==> config.mk <==
export PLATFORM = sky130hd
export DESIGN_NAME = arbitro_terminais
export DESIGN_NICKNAME = d
export VERILOG_FILES = /design/src/rtl/pbl_pkg.sv /design/src/rtl/debounce_botao.sv /design/src/rtl/arbitro_terminais.sv
export SDC_FILE = /design/constraint.sdc
export NUM_CORES = 1
export LEC_CHECK = 0
export ABC_AREA = 1
export CELL_PAD_IN_SITES_DETAIL_PLACEMENT = 2
export CELL_PAD_IN_SITES_GLOBAL_PLACEMENT = 2
export CORE_UTILIZATION = 42
export DETAILED_ROUTE_END_ITERATION = 12
export DONT_BUFFER_PORTS = 1
export HOLD_SLACK_MARGIN = 0.06
export PLACE_DENSITY_LB_ADDON = 0.1
export REMOVE_ABC_BUFFERS = 1
export SYNTH_ARGS = -nofsm -noshare
export SYNTH_HDL_FRONTEND = slang
export SYNTH_SLANG_ARGS = --single-unit
==> constraint.sdc <==
create_clock -name CLK -period 3.1 [get_ports CLK]
set_input_delay 0.62 -clock CLK [delete_from_list [all_inputs] [get_ports CLK]]
set_output_delay 0.62 -clock CLK [all_outputs]
set_load 0.005 [all_outputs]
==> src/rtl/pbl_pkg.sv <==
// Shared types and default timing constants for the two-terminal request arbiter.
package pbl_pkg;

    // 1 ms debounce and 1 s post-acceptance hold at 50 MHz
    localparam int DEB_CYCLES_DEF  = 50000;
    localparam int HOLD_CYCLES_DEF = 50000000;

    typedef enum logic [1:0] {
        ST_IDLE  = 2'd0,
        ST_GRANT = 2'd1,
        ST_HOLD  = 2'd2
    } arb_state_t;

    typedef logic term_id_t;

    // What a terminal captures when its confirm button is pressed
    typedef struct packed {
        logic [3:0] hh;
        logic [1:0] b;
    } pend_t;

endpackage

==> src/rtl/debounce_botao.sv <==
// Debouncer for one active-low, already synchronized pushbutton.
// Emits a one-cycle pulse when the debounced level falls (press); release is silent.
module debounce_botao
    import pbl_pkg::*;
#(
    parameter int DEB_CYCLES = DEB_CYCLES_DEF
) (
    input  logic clk,
    input  logic rst_n,
    input  logic btn_n_i,
    output logic press_o
);

    localparam int                CNT_W    = $clog2(DEB_CYCLES + 1);
    localparam logic [CNT_W-1:0]  CNT_LAST = CNT_W'(DEB_CYCLES - 1);

    logic             db_q, db_d;
    logic [CNT_W-1:0] cnt_q, cnt_d;
    logic             press_q, press_d;

    // Count consecutive cycles the input disagrees with the accepted level;
    // any agreement restarts the count, the count never passes its last value.
    always_comb begin
        db_d  = db_q;
        cnt_d = '0;
        if (btn_n_i != db_q) begin
            if (cnt_q >= CNT_LAST) begin
                db_d = btn_n_i;
            end else begin
                cnt_d = cnt_q + 1'b1;
            end
        end
        press_d = db_q & ~db_d;
    end

    // Debounce state; released level is 1 so reset release never looks like a press
    always_ff @(posedge clk or negedge rst_n) begin
        if (!rst_n) begin
            db_q    <= 1'b1;
            cnt_q   <= '0;
            press_q <= 1'b0;
        end else begin
            db_q    <= db_d;
            cnt_q   <= cnt_d;
            press_q <= press_d;
        end
    end

    assign press_o = press_q;

endmodule

==> src/rtl/arbitro_terminais.sv <==
// Two-terminal request arbiter: synchronizes raw switches, debounces the confirm
// buttons, captures one pending request per terminal and grants them round-robin,
// with a fixed hold-off after every accepted grant.
module arbitro_terminais
    import pbl_pkg::*;
#(
    parameter int DEB_CYCLES  = DEB_CYCLES_DEF,
    parameter int HOLD_CYCLES = HOLD_CYCLES_DEF
) (
    input  logic       CLK,
    input  logic       RST_N,
    input  logic [3:0] HH0,
    input  logic [3:0] HH1,
    input  logic [1:0] B0,
    input  logic [1:0] B1,
    input  logic       CONF0,
    input  logic       CONF1,
    input  logic       REQ_READY,
    output logic       REQ_VALID,
    output logic       REQ_TERM,
    output logic [3:0] REQ_HH,
    output logic [1:0] REQ_B,
    output logic       PEND0,
    output logic       PEND1
);

    localparam int                 SYNC_W    = 14;
    // {CONF1, CONF0, B1, B0, HH1, HH0}; confirm paths idle high
    localparam logic [SYNC_W-1:0]  SYNC_RST  = 14'b11_00_00_0000_0000;
    localparam int                 HOLD_W    = $clog2(HOLD_CYCLES + 1);
    localparam logic [HOLD_W-1:0]  HOLD_LAST = HOLD_W'(HOLD_CYCLES - 1);

    logic [SYNC_W-1:0] sync1_q, sync2_q;
    logic [1:0][3:0]   hh_s;
    logic [1:0][1:0]   b_s;
    logic [1:0]        conf_s;
    logic [1:0]        press;

    pend_t [1:0]       pdata_q, pdata_d;
    logic [1:0]        pend_q, pend_d;

    arb_state_t        state_q, state_d;
    term_id_t          ptr_q, ptr_d;
    term_id_t          sel;
    logic              accept;
    logic [HOLD_W-1:0] hold_cnt_q, hold_cnt_d;
    term_id_t          req_term_q, req_term_d;
    logic [3:0]        req_hh_q, req_hh_d;
    logic [1:0]        req_b_q, req_b_d;

    // Two-flop synchronizer for every raw input
    always_ff @(posedge CLK or negedge RST_N) begin
        if (!RST_N) begin
            sync1_q <= SYNC_RST;
            sync2_q <= SYNC_RST;
        end else begin
            sync1_q <= {CONF1, CONF0, B1, B0, HH1, HH0};
            sync2_q <= sync1_q;
        end
    end

    assign hh_s   = sync2_q[7:0];
    assign b_s    = sync2_q[11:8];
    assign conf_s = sync2_q[13:12];

    for (genvar t = 0; t < 2; t++) begin : g_deb
        debounce_botao #(.DEB_CYCLES(DEB_CYCLES)) u_deb (
            .clk     (CLK),
            .rst_n   (RST_N),
            .btn_n_i (conf_s[t]),
            .press_o (press[t])
        );
    end

    assign accept = (state_q == ST_GRANT) && REQ_READY;

    // Pending registers: clear on acceptance of that terminal, otherwise capture
    // on a press only when empty (a press in the acceptance cycle sees PEND=1).
    always_comb begin
        pend_d  = pend_q;
        pdata_d = pdata_q;
        for (int t = 0; t < 2; t++) begin
            if (accept && (req_term_q == term_id_t'(t))) begin
                pend_d[t] = 1'b0;
            end else if (press[t] && !pend_q[t]) begin
                pend_d[t]     = 1'b1;
                pdata_d[t].hh = hh_s[t];
                pdata_d[t].b  = b_s[t];
            end
        end
    end

    // Arbiter next state: grant from IDLE, wait for handshake, then timed hold
    always_comb begin
        state_d    = state_q;
        ptr_d      = ptr_q;
        hold_cnt_d = hold_cnt_q;
        req_term_d = req_term_q;
        req_hh_d   = req_hh_q;
        req_b_d    = req_b_q;
        sel        = (pend_q[0] && pend_q[1]) ? ptr_q : pend_q[1];
        case (state_q)
            ST_IDLE: begin
                if (|pend_q) begin
                    req_term_d = sel;
                    req_hh_d   = pdata_q[sel].hh;
                    req_b_d    = pdata_q[sel].b;
                    state_d    = ST_GRANT;
                end
            end
            ST_GRANT: begin
                if (REQ_READY) begin
                    ptr_d      = ~req_term_q;
                    hold_cnt_d = '0;
                    state_d    = ST_HOLD;
                end
            end
            ST_HOLD: begin
                if (hold_cnt_q >= HOLD_LAST) begin
                    hold_cnt_d = '0;
                    state_d    = ST_IDLE;
                end else begin
                    hold_cnt_d = hold_cnt_q + 1'b1;
                end
            end
            default: state_d = ST_IDLE;
        endcase
    end

    // Arbiter and pending state registers
    always_ff @(posedge CLK or negedge RST_N) begin
        if (!RST_N) begin
            state_q    <= ST_IDLE;
            ptr_q      <= 1'b0;
            hold_cnt_q <= '0;
            req_term_q <= 1'b0;
            req_hh_q   <= '0;
            req_b_q    <= '0;
            pend_q     <= '0;
            pdata_q    <= '0;
        end else begin
            state_q    <= state_d;
            ptr_q      <= ptr_d;
            hold_cnt_q <= hold_cnt_d;
            req_term_q <= req_term_d;
            req_hh_q   <= req_hh_d;
            req_b_q    <= req_b_d;
            pend_q     <= pend_d;
            pdata_q    <= pdata_d;
        end
    end

    assign REQ_VALID = (state_q == ST_GRANT);
    assign REQ_TERM  = req_term_q;
    assign REQ_HH    = req_hh_q;
    assign REQ_B     = req_b_q;
    assign PEND0     = pend_q[0];
    assign PEND1     = pend_q[1];

endmodule

### After elaboration in Yosys (flattened, before gate mapping)

Cells that the tools add are included.

| word-level totals | value |
|---|---|
| flip-flop bits (word level) | 114 |
| output and inout port bits | 10 |
| word-level logic and storage cells | 82 |

| cells by class | value |
|---|---|
| $add $sub $neg | 3 |
| magnitude comparators | 4 |
| eq/ne operators | 7 |
| multiplexer cells | 22 |
| bitwise gates (word level) | 7 |
| reductions and logical operators | 19 |

Operators by type and width:

| operator | number |
|---|---|
| 16-bit two-way mux | 4 |
| 26-bit two-way mux | 2 |
| 26-bit case mux with 2 select lines | 1 |
| 16-bit by 1-bit adder with 16-bit output (second input constant) | 2 |
| 16-bit >= comparator (second input constant) | 2 |
| 26-bit by 1-bit adder with 26-bit output (second input constant) | 1 |
| 26-bit >= comparator (second input constant) | 1 |
| 6-bit two-way mux | 2 |
| 2-bit AND reduction | 5 |
| 1-bit two-way mux | 9 |
| 1-bit logical AND | 6 |
| 2-bit two-way mux | 3 |
| 2-bit != test (second input constant) | 3 |
| 2-bit case mux with 3 select lines | 1 |
| 2-bit nonzero test | 3 |
| 1-bit inverter | 5 |
| 3-bit AND reduction | 1 |
| 1-bit AND | 2 |
| 2-bit by 1-bit == test with 1-bit output (second input constant) | 1 |
| 2-bit == test (second input constant) | 1 |
| 1-bit logical NOT | 2 |
| 2-bit logical NOT | 1 |
| 1-bit by 2-bit less-than comparator with 1-bit output (second input constant) | 1 |
| 1-bit != test | 2 |
| 2-bit OR reduction | 1 |

### Longest topological paths before layout

| depth | value |
|---|---|
| word-level depth | 5 |
| depth in mapped cells | 11 |

### Hierarchy

Synthesis repeated with hierarchy kept, for this count alone.

| second synthesis, totals | value |
|---|---|
| cell total of the unflattened synthesis | 654 |
| area total of the unflattened synthesis | 5574.1 sq um |

By module, submodules not included:

| module | times used | cells each | area each (sq um) | seq. area each (sq um) |
|---|---|---|---|---|
| arbitro_terminais | 1 | 398 | 3542.1 | 1956.9 |
| debounce_botao | 2 | 128 | 1016.0 | 451.7 |

### Least setup slack after synthesis

OpenSTA, ideal clock, no wires.

| timing path | value |
|---|---|
| kind | reg-to-reg |
| from | register g_deb[1].u_deb.cnt_q[0] |
| to | register g_deb[1].u_deb.cnt_q[12] |
| library setup time | 71 ps |
| arrival | 1388 ps |
| required time | 3029 ps |
| setup slack | 1640 ps |
| cell stages (with the launch flop) | 10 |
| path buffers | 1 |
| clock period less this slack | 1460 ps |
| cells stage by stage | dfrtp_1 > ha_1 > nand3_1 > nand2_1 > o21ai_0 > nand2_1 > nand2_1 > nand3_2 > buf_6 > nor2_1 |

| on the way | value |
|---|---|
| word-level cells in the longest chain between the ends | 3 |

RTL lines:

| element | line | text |
|---|---|---|
| from (decl) | debounce_botao.sv:18 | `logic [CNT_W-1:0] cnt_q, cnt_d;` |
| from (signal assigned) | debounce_botao.sv:44 | `cnt_q <= cnt_d;` |
| 16-bit by 1-bit adder with 16-bit output or 16-bit >= comparator (tied branches) | debounce_botao.sv:30, debounce_botao.sv:27 |  |
| 16-bit two-way mux (*) | debounce_botao.sv:27 | `if (cnt_q >= CNT_LAST) begin` |
| 16-bit two-way mux (*) | debounce_botao.sv:26 | `if (btn_n_i != db_q) begin` |
| net g_deb[1].u_deb.cnt_d[12] | debounce_botao.sv:18 |  |

The timed path passes the listed nets; every way through them passes the cells marked *.
A chain may end at the register's enable or synchronous reset.

### Worst setup path after layout

| timing path | value |
|---|---|
| from | register state_q[1] |
| to | register hold_cnt_q[4] |

| on the way | value |
|---|---|
| word-level cells in the longest chain between the ends | 3 |

RTL lines:

| element | line | text |
|---|---|---|
| from (decl) | arbitro_terminais.sv:42 | `arb_state_t state_q, state_d;` |
| from (signal assigned) | arbitro_terminais.sv:142 | `state_q <= state_d;` |
| 2-bit by 1-bit == test with 1-bit output (*) | -- |  |
| net REQ_VALID | arbitro_terminais.sv:19 | `output logic REQ_VALID,` |
| 2-bit != test (no source line) or 2-bit nonzero test (tied branches) | -- |  |
| 2-bit AND reduction (no source line) | -- |  |
| to (signal assigned) | arbitro_terminais.sv:144 | `hold_cnt_q <= hold_cnt_d;` |
| to (decl) | arbitro_terminais.sv:46 | `logic [HOLD_W-1:0] hold_cnt_q, hold_cnt_d;` |

Marks and branches as above.

==> impl_metrics.toml <==
[layout]
fillers = 1354
mostFrequentLayoutCells = "nand2_1, dfrtp_1, nor2_1"
area_growth_syn_to_layout_pct = 14.83
finalNetCount = 679
fin_util_pct = 49.52
antenna_cells = 0
drive_above_1_share_pct = 11.76
layout_commonest_cell = "nand2_1"

[critical_path]
critical_path.top_delay_family = "simple AND/OR/NAND/NOR gates"
critical_path.cell_chain = "nor2_4, nand2_2, nand2_1, inv_2, nor2_1, nand3_1, nand3_1, inv_1"
slowest_stage = "nand2_1"
path_buf_inv = 2
crit_fanout = 17
endpoint_kind = "flop"
critPathMaxStageDelay_ns = 0.45
cpMostUsedCell = "nand3_1"
cp.required_ns = 3.41
crit_type = "reg2reg"
start_kind = "flop"
worstPathArrival_ns = 2.47

[power]
power_frac_comb_pct = 1.6
p_int_mw = 2.811
clkPwrFrac_pct = 56.2
max-vdd-ir-drop_v = 0.0003871
seq_power_share_pct = 42.2
p_sw_share_pct = 22.49
p_leak_nw = 3.055
p_per_area_nw_per_um2 = 580.4
switching_power_uw = 815.6

[timing]
worstMarginPinSlew_ns = 0.9247
finalCriticalPeriod_ns = 2.158
finalSetupViolations = 0
finalMaxSlewViolations = 0
period_share_pct = 69.61
tns_ns = 0
max_freq_mhz = 463.4
fin_skew_ns = 0.02144
finalHoldViolations = 0
rsz0062_at_grt = "false"
setup_slack_ns = 0.9421
relSlewSlack_pct = 38.08

[global_routing]
gr-total-overflow = 0
antenna_found_initial = 0
grt_first_pass_wirelength_um = 27520
grt_pass1_vias = 5015
grt_max_degree = 115
gr-usage-all-layers_pct = 28.25

[yosys]
synthMuxAreaShare_pct = 1.241
yosysWarnings = 0
ys_seq_area_share_pct = 52.55
synth-seq-cells = 114
ys_async_sr_fraction_pct = 100.0
synth_edf_count = 0
synthFlopType = "dfrtp_1"
syn_area_per_cell_um2 = 8.438
syn_inst = 645
synth-simple-area-share_pct = 29.22
synth_xor_area_share_pct = 4.506
synth.distinct_cells = 40
synth_top_family_by_area = "simple AND/OR/NAND/NOR gates"
syn-cell-area_um2 = 5443
synth_compound_area_share_pct = 5.448
synthAdderAreaFrac_pct = 0.6897

[clocking]
cts_tree = "yes"
cts_root_buf = "clkbuf_16"
cts-buffers-inserted = 17
clock_latency_ns = 0.43
cts_htree_levels = 4
cts_setup_buffers = 0
clockBufferDepth = 2
path_clk_slew_ns = 0.06
post_cts_resize_count = 0
clock-sinks = 114

[route]
route.detailed.drc = 0
viasPerCell = 5.197
vias = 4386
drt_iter0_drc = 212
wl_per_cell_um = 20.67
drt_wl_total_um = 17450
dr.pass1.iters = 5
ant_nets = 0

[placed_design]
dp_hpwl_um = 10590
io_buffers = 0
place_congestion = 0.7767
place_ws_ns = 0.9831

[floorplanning]
ios = 27
core_area_um2 = 12620
start_util_pct = 43.13
dieArea_um2 = 13420
row_count = 41
dieWidth_um = 115.8
die_y_um = 115.8

[hold_path]
hold_path.class = "in2async"

[status]
status = "complete, no violations"

[run]
maxCapViolations = 0
[routing by layer]
layer,vias to the layer above,GRT usage (%),wire [µm]
met5,-,0,0
met3,41,6.381,548
met4,0,15.13,514
met1,2222,31.11,7031
li1,2048,-,-
met2,75,50.60,9354
[power groups by stage]
| stage | combinational, mW | sequential, mW | clock (mW) |
|---|---|---|---|
| floorplan | 0.0174 | 1.55 | 0 |
| global placement | 0.0215 | 1.55 | 0 |
| detailed placement | 0.0235 | 1.55 | 0 |
| CTS | 0.0246 | 1.53 | 2.07 |
| global route | 0.0670 | 1.53 | 2.12 |
| finish | 0.0583 | 1.53 | 2.04 |
[state kept, by name, summed over array words and instances, names as in the netlist]
name / flops
ptr_q: 1
REQ_TERM: 1
g_deb.u_deb.cnt_q: 32
g_deb.u_deb.press_o: 2
sync2_q: 14
REQ_B: 2
state_q: 2
pdata_q: 12
pend_q: 2
sync1_q: 14
REQ_HH: 4
g_deb.u_deb.db_q: 2
hold_cnt_q: 26
[cell usage after synthesis, types with 2 or more instances]
master      n  area share [%]
xor2_1     24             3.9
dfrtp_1   108              50
buf_6       2            0.41
nand2_1   170              12
o21bai_1    3            0.41
nor2_4      5             1.0
a21oi_1    14             1.3
or2_2       2            0.23
nor2_2      2            0.23
nand3_1    35             3.2
o21ai_0    19             1.7
nand4_1     9             1.0
nand3_2     9             1.7
mux2_2      6             1.2
inv_2       2            0.14
nor3_1      9            0.83
xnor2_1     4            0.64
ha_1        3            0.69
nand2_2     9             1.0
buf_2       3            0.28
dfstp_2     6             2.9
inv_1      75             5.2
buf_4       2            0.28
nand3b_1    3            0.41
o21ai_1     3            0.28
o31ai_1     2            0.28
nor2_1    103             7.1
[worst reg2reg max path: cells and delay by family, from the launching register on]
kind | cells | cell delay (ns)
buf+inv | 2 | 0.38
flops | 1 | 0.44
simple gates | 6 | 1.22
[cell type report]
| type | count | area, µm² | share of cell area (%) |
|---|---|---|---|
| sequential | 114 | 2860 | 45.77 |
| tap | 172 | 215.2 | 3.443 |
| timing repair buffer | 3 | 45.04 | 0.7207 |
| inverter | 77 | 289.0 | 4.625 |
| clock buffer | 19 | 442.9 | 7.087 |
| multi-input combinational | 446 | 2237 | 35.80 |
| clock inverter | 13 | 160.2 | 2.563 |
[metrics by stage]
stage / std cells / hold WS (ns) / total power [mW] / cell area [µm²]
3_3_place_gp: 810 / 0.3271 / 1.574 / 5609
4_1_cts: 842 / -0.1307 / 3.631 / 6212
5_1_grt: 844 / 0.1719 / 3.717 / 6250
3_5_place_dp: 810 / 0.3277 / 1.579 / 5609
2_1_floorplan: 637 / 0.3244 / 1.568 / 5386
6_report: 844 / 0.1431 / 3.627 / 6250
[final timing paths]
| path | start | endpoint | slack (ns) | cells past startpoint |
|---|---|---|---|---|
| max | state_q[1]$_DFFE_PN0P_ | hold_cnt_q[4]$_DFFE_PN0P_ | 0.94 | 8 |
| min | RST_N | hold_cnt_q[17]$_DFFE_PN0P_ | 0.14 | 1 |
| max reg2reg | state_q[1]$_DFFE_PN0P_ | hold_cnt_q[4]$_DFFE_PN0P_ | 0.94 | 8 |
| min reg2reg | sync1_q[7]$_DFF_PN0_ | sync2_q[7]$_DFF_PN0_ | 0.35 | 0 |
| max in group asynchronous | RST_N | sync2_q[13]$_DFF_PN1_ | 2.12 | 1 |
| min in group CLK | CONF1 | sync1_q[13]$_DFF_PN1_ | 0.20 | 0 |
[kinds of logic (layout without fill, tap and decap cells)]
logic type / after synthesis / in the layout
DFF: 114 / 114
AOI/OAI and AO/OA: 48 / 48
buffers and inverters: 85 / 112
muxes: 6 / 6
adders and majority gates: 3 / 3
xor gates and xnor gates: 28 / 28
and+or+nand+nor: 361 / 361
Power figures use the tool's default switching activity.
